`src/rtl/mod503_chunk_seq.sv`:
```
// Chunk-serial residue (mod 503) controller sharing one 6-in/9-out lookup table.
// Walks the operand chunks, accumulates table residues mod MOD, then hands the result downstream.
module mod503_chunk_seq #(
    parameter int W_IN   = 36,
    parameter int CHUNK  = 6,
    parameter int NCHUNK = W_IN / CHUNK,
    parameter int MOD    = 503,
    parameter int RW     = 9,
    parameter int KW     = 3
) (
    input  logic              clk,
    input  logic              rst_n,
    input  logic              in_valid,
    output logic              in_ready,
    input  logic [W_IN-1:0]   in_data,
    input  logic              flush,
    output logic              lut_en,
    output logic [KW-1:0]     lut_sel,
    output logic [CHUNK-1:0]  lut_x,
    input  logic [RW-1:0]     lut_z,
    output logic              out_valid,
    input  logic              out_ready,
    output logic [RW-1:0]     out_res,
    output logic              out_err
);

    typedef enum logic [1:0] {
        IDLE = 2'd0,
        RUN  = 2'd1,
        DONE = 2'd2
    } state_e;

    localparam logic [KW-1:0] K_LAST = KW'(NCHUNK - 1);
    localparam logic [RW:0]   MOD_W  = (RW + 1)'(MOD);
    localparam logic [RW-1:0] MOD_R  = RW'(MOD);

    state_e           state_q, state_d;
    logic [RW-1:0]    acc_q, acc_d;
    logic [KW-1:0]    k_q, k_d;
    logic [W_IN-1:0]  opnd_q, opnd_d;
    logic             err_q, err_d;
    logic [RW:0]      sum;

    always_ff @(posedge clk or negedge rst_n) begin
        if (!rst_n) begin
            state_q <= IDLE;
            acc_q   <= '0;
            k_q     <= '0;
            opnd_q  <= '0;
            err_q   <= 1'b0;
        end else begin
            state_q <= state_d;
            acc_q   <= acc_d;
            k_q     <= k_d;
            opnd_q  <= opnd_d;
            err_q   <= err_d;
        end
    end

    // Both addends are below 2^RW, so one conditional subtraction keeps acc in range
    // whenever every table residue was legal.
    always_comb begin
        state_d = state_q;
        acc_d   = acc_q;
        k_d     = k_q;
        opnd_d  = opnd_q;
        err_d   = err_q;
        sum     = {1'b0, acc_q} + {1'b0, lut_z};

        if (flush) begin
            state_d = IDLE;
            acc_d   = '0;
            k_d     = '0;
            err_d   = 1'b0;
        end else begin
            unique case (state_q)
                IDLE: begin
                    if (in_valid) begin
                        opnd_d  = in_data;
                        acc_d   = '0;
                        k_d     = '0;
                        err_d   = 1'b0;
                        state_d = RUN;
                    end
                end
                RUN: begin
                    acc_d = (sum >= MOD_W) ? RW'(sum - MOD_W) : sum[RW-1:0];
                    err_d = err_q | (lut_z >= MOD_R);
                    if (k_q == K_LAST) begin
                        state_d = DONE;
                    end else begin
                        k_d = k_q + 1'b1;
                    end
                end
                DONE: begin
                    if (out_ready) begin
                        state_d = IDLE;
                    end
                end
                default: state_d = IDLE;
            endcase
        end
    end

    assign in_ready  = (state_q == IDLE);
    assign lut_en    = (state_q == RUN);
    assign lut_sel   = lut_en ? k_q : '0;
    assign lut_x     = lut_en ? opnd_q[CHUNK*int'(k_q) +: CHUNK] : '0;
    assign out_valid = (state_q == DONE);
    assign out_res   = out_valid ? acc_q : '0;
    assign out_err   = out_valid & err_q;

endmodule

```
`config.mk`:
```
export PLATFORM = sky130hd
export DESIGN_NAME = mod503_chunk_seq
export DESIGN_NICKNAME = d
export VERILOG_FILES = /design/src/rtl/mod503_chunk_seq.sv
export SDC_FILE = /design/constraint.sdc
export NUM_CORES = 1
export LEC_CHECK = 0
export CAP_MARGIN = 20
export CORE_ASPECT_RATIO = 0.5
export CORE_MARGIN = 2
export CORE_UTILIZATION = 25
export CTS_BUF_LIST = sky130_fd_sc_hd__clkbuf_8
export CTS_CLUSTER_DIAMETER = 40
export DETAILED_ROUTE_END_ITERATION = 10
export RECOVER_POWER = 25
export SLEW_MARGIN = 20
export SYNTH_ARGS = -nofsm -noshare
export SYNTH_HDL_FRONTEND = slang
export SYNTH_SLANG_ARGS = --single-unit
```
`constraint.sdc`:
```
create_clock -name clk -period 3.45 [get_ports clk]
set_input_delay 0.345 -clock clk [delete_from_list [all_inputs] [get_ports clk]]
set_output_delay 0.345 -clock clk [all_outputs]
set_load 0.02 [all_outputs]
```
==> reports/metrics.cfg, run 1 <==
[status]
run_status = finished, violations left
failed_checks = max-capacitance violations, max-slew violations

[global_routing]
track_usage_pct = 12.0
wire_length_of_the_first_global_routing_pass_um = 12500
overflow = 0
pin_count_of_the_biggest_net_entering_global_routing = 38
vias_in_the_first_global_route = 2473
number_of_antenna_violations_at_the_first_check_in_global_routing = 0

[logic_synthesis]
synth.ff_latch_count = 51
synthArstFlopShare_pct = 100
main_combinational_cell_family_by_area_after_synthesis = multiplexers
syn_area_mm2 = 0.00310
synthMuxAreaShare_pct = 20.6
synth_top_area_cell = sky130_fd_sc_hd__dfrtp_1
synth_top_cells_by_area = sky130_fd_sc_hd__dfrtp_1 41%, sky130_fd_sc_hd__mux2_2 15%, sky130_fd_sc_hd__ha_1 4.8%
yosysUniqueCellTypes = 63
postSynthNetCount = 337
yosys.area_share.xor_xnor_pct = 3.11
synth_seq_area_share_pct = 41.2
yosys_most_used_dff = sky130_fd_sc_hd__dfrtp_1
synthAdderAreaFrac_pct = 5.49
synthMostInstantiatedCell = sky130_fd_sc_hd__dfrtp_1
commonest_cells_in_the_netlist = 51 x sky130_fd_sc_hd__dfrtp_1, 42 x sky130_fd_sc_hd__mux2_2, 17 x sky130_fd_sc_hd__nor2_1
synth-edff-count = 0
ys.warnings.count = 0
synth_area_per_cell_um2 = 11.3
syn_inst = 274
synth_top_cell_area_share_pct = 41.2
synth_compound_gate_area_share_pct = 14.0
yosys.area_share.simple_pct = 12.6

[power]
power.share.sequential_pct = 42.0
cell_internal_pwr_mw = 1.24
net-switching-power_uw = 601
cellPowerDensity_mw_per_mm2 = 451
power.share.switching_pct = 32.6
combinationalPowerShare_pct = 37.2
vdd.ir_drop.worst_v = 0.000175
static-leakage-power_nw = 1.66
pwr-share-clk_pct = 20.8

[sta]
slew_headroom_pct = -31.5
finalSetupViolCount = 0
slew_at_the_pin_closest_to_its_max_slew_limit_ns = 1.97
hold_slack_ns = 0.509
rsz_0062_raised_after_global_routing = no
setup_total_negative_slack_ns = 0
finClkSkew_ns = 0.00363
final_slew_viol_count = 35
timing_hold_violations_final = 0
timing.fmax_mhz = 339
period_utilization_post_route_pct = 85.6
min_period_ns = 2.95

[finish]
synthToLayoutAreaGrowth_pct = 32.0
antenna_cells = 0
post_route_cells_drive_above_1_share_pct = 20.9
finish.net_count = 407

[floorplanning]
core_area_mm2 = 0.0119
placementRows = 28
die_height_um = 82.7
start_util_pct = 25.9
floorplan.die_area_mm2 = 0.0134
dieWidth_um = 161
pin_count = 72

[worst_setup_path]
worst_path_arrival_time_ns = 3.20
crit_chain = clkdlybuf4s50_1 > ha_1 > inv_1 > fa_1 > and2b_1 > o22a_2 > xor2_1 > o211a_1 > a41oi_4 > or4_1 > nand3_1
required_ns = 3.69
worst_setup_path_end_kind = flop
crit_buf_inv = 2
cp_max_fo = 7
cp_delay_by_family_top = simple AND/OR/NAND/NOR gates
critPathMaxStageDelay_ns = 0.50
critPathLaunchType = input port
crit_slowest_cell = sky130_fd_sc_hd__clkdlybuf4s50_1
setup.worst_path.class = input port to flop

[routing]
viasPerCell = 4.72
finalWirelength_um = 7690
vias = 2405
routedWlPerCell_um = 15.1
route.antenna.remaining_nets = 0
drt_drc_violations_left = 0
drt_pass1_iterations = 4
drtIter0Drc = 73

[placement]
port-buffer-count = 71
hpwlAfterDp_um = 5830
place_congestion = 0.773

[cts]
post_cts_repair_setup_buffers = 0
post_cts_resized = 0
clock_sink_count = 51
insertion_delay_ns = 0.31
cts.reportedPaths.clkPinSlew_ns = 0.09
htree_num_levels = 2
postCtsHoldBufs = 0
cts_tree = done
clk_path_buf_depth = 2
cts_buffer_count = 5
root_buffer = sky130_fd_sc_hd__clkbuf_8

[hold_path]
hold_path.class = flop to flop

[run]
drv.max_cap_violation_count = 1

layout make-up:
type	instances	area, um^2
inverters	10	37.5
fillers	1218	7860
repair buffers	75	734
multi-input cells	201	1740
clock inverters	1	3.75
flip-flops and latches	51	1280
clock buffers	7	96.3
well taps	165	206
stage by stage:
step | cell area, um^2 | cells | setup WS (ns) | power, mW | util, %
finish | 4090 | 510 | 0.497 | 1.84 | 34.2
global route | 4090 | 510 | 0.379 | 1.97 | 34.2
CTS | 4090 | 510 | 0.539 | 1.87 | 34.2
detailed placement | 3990 | 502 | 0.209 | 1.48 | 33.4
global placement | 3990 | 502 | 0.307 | 1.46 | 33.4
floorplan | 3100 | 274 | 0.933 | 1.26 | -
final timing paths:
path,start,endpoint,slack (ns),depth (start not counted)
setup / recovery,lut_z[0],acc_q[3]$_DFFE_PN0P_,0.50,11
hold / removal,opnd_q[31]$_DFFE_PN0P_,opnd_q[31]$_DFFE_PN0P_,0.51,1
setup reg to reg,acc_q[0]$_DFFE_PN0P_,acc_q[3]$_DFFE_PN0P_,0.62,10
hold reg to reg,opnd_q[31]$_DFFE_PN0P_,opnd_q[31]$_DFFE_PN0P_,0.51,1
max in group asynchronous,rst_n,opnd_q[8]$_DFFE_PN0P_,1.71,2
min in group asynchronous,rst_n,acc_q[7]$_DFFE_PN0P_,0.58,1
sequential cells by signal, summed over array words and instances (netlist names):
name     cells
k_q          3
acc_q        9
opnd_q      36
err_q        1
state_q      2
metal layers:
layer / up-vias / part of all wire (%) / track usage, %
met5: - / 0 / 0
li1: 1149 / - / -
met3: 7 / 5.0 / 2.65
met4: 0 / 0.77 / 3.48
met2: 54 / 47 / 20.5
met1: 1195 / 47 / 15.6
cells in the final DEF, fill, tap and decap left out, types with 7 or more instances in the layout:
cell / n
sky130_fd_sc_hd__a21oi_1: 12
sky130_fd_sc_hd__and2_1: 12
sky130_fd_sc_hd__clkbuf_8: 7
sky130_fd_sc_hd__clkdlybuf4s50_1: 70
sky130_fd_sc_hd__dfrtp_1: 51
sky130_fd_sc_hd__ha_1: 12
sky130_fd_sc_hd__inv_1: 11
sky130_fd_sc_hd__mux2_2: 42
sky130_fd_sc_hd__nand2_1: 13
sky130_fd_sc_hd__nor2_1: 17
power groups by stage:
stage / combinational, mW / clock (mW) / sequential [mW]
2_1_floorplan: 0.503 / 0 / 0.760
3_3_place_gp: 0.679 / 0 / 0.785
3_5_place_dp: 0.688 / 0 / 0.787
4_1_cts: 0.692 / 0.403 / 0.775
5_1_grt: 0.755 / 0.426 / 0.790
6_report: 0.686 / 0.385 / 0.774
cells by family after synthesis:
group | count (synthesis)
AOI/OAI and AO/OA | 56
buffers and inverters | 22
xor gates and xnor gates | 8
muxes | 51
and+or+nand+nor | 73
adders and majority gates | 13
DFF | 51
(Power assumes the default switching activity.)
==> run 2, diff against run 1 <==
--- a/config.mk
+++ b/config.mk
@@ -5,6 +5,7 @@
 export SDC_FILE = /design/constraint.sdc
 export NUM_CORES = 1
 export LEC_CHECK = 0
+export ABC_AREA = 0
 export CAP_MARGIN = 20
 export CORE_ASPECT_RATIO = 0.5
 export CORE_MARGIN = 2
==> results of run 2 <==
The final DEF is identical to that of run 1; final timing and power are the same.
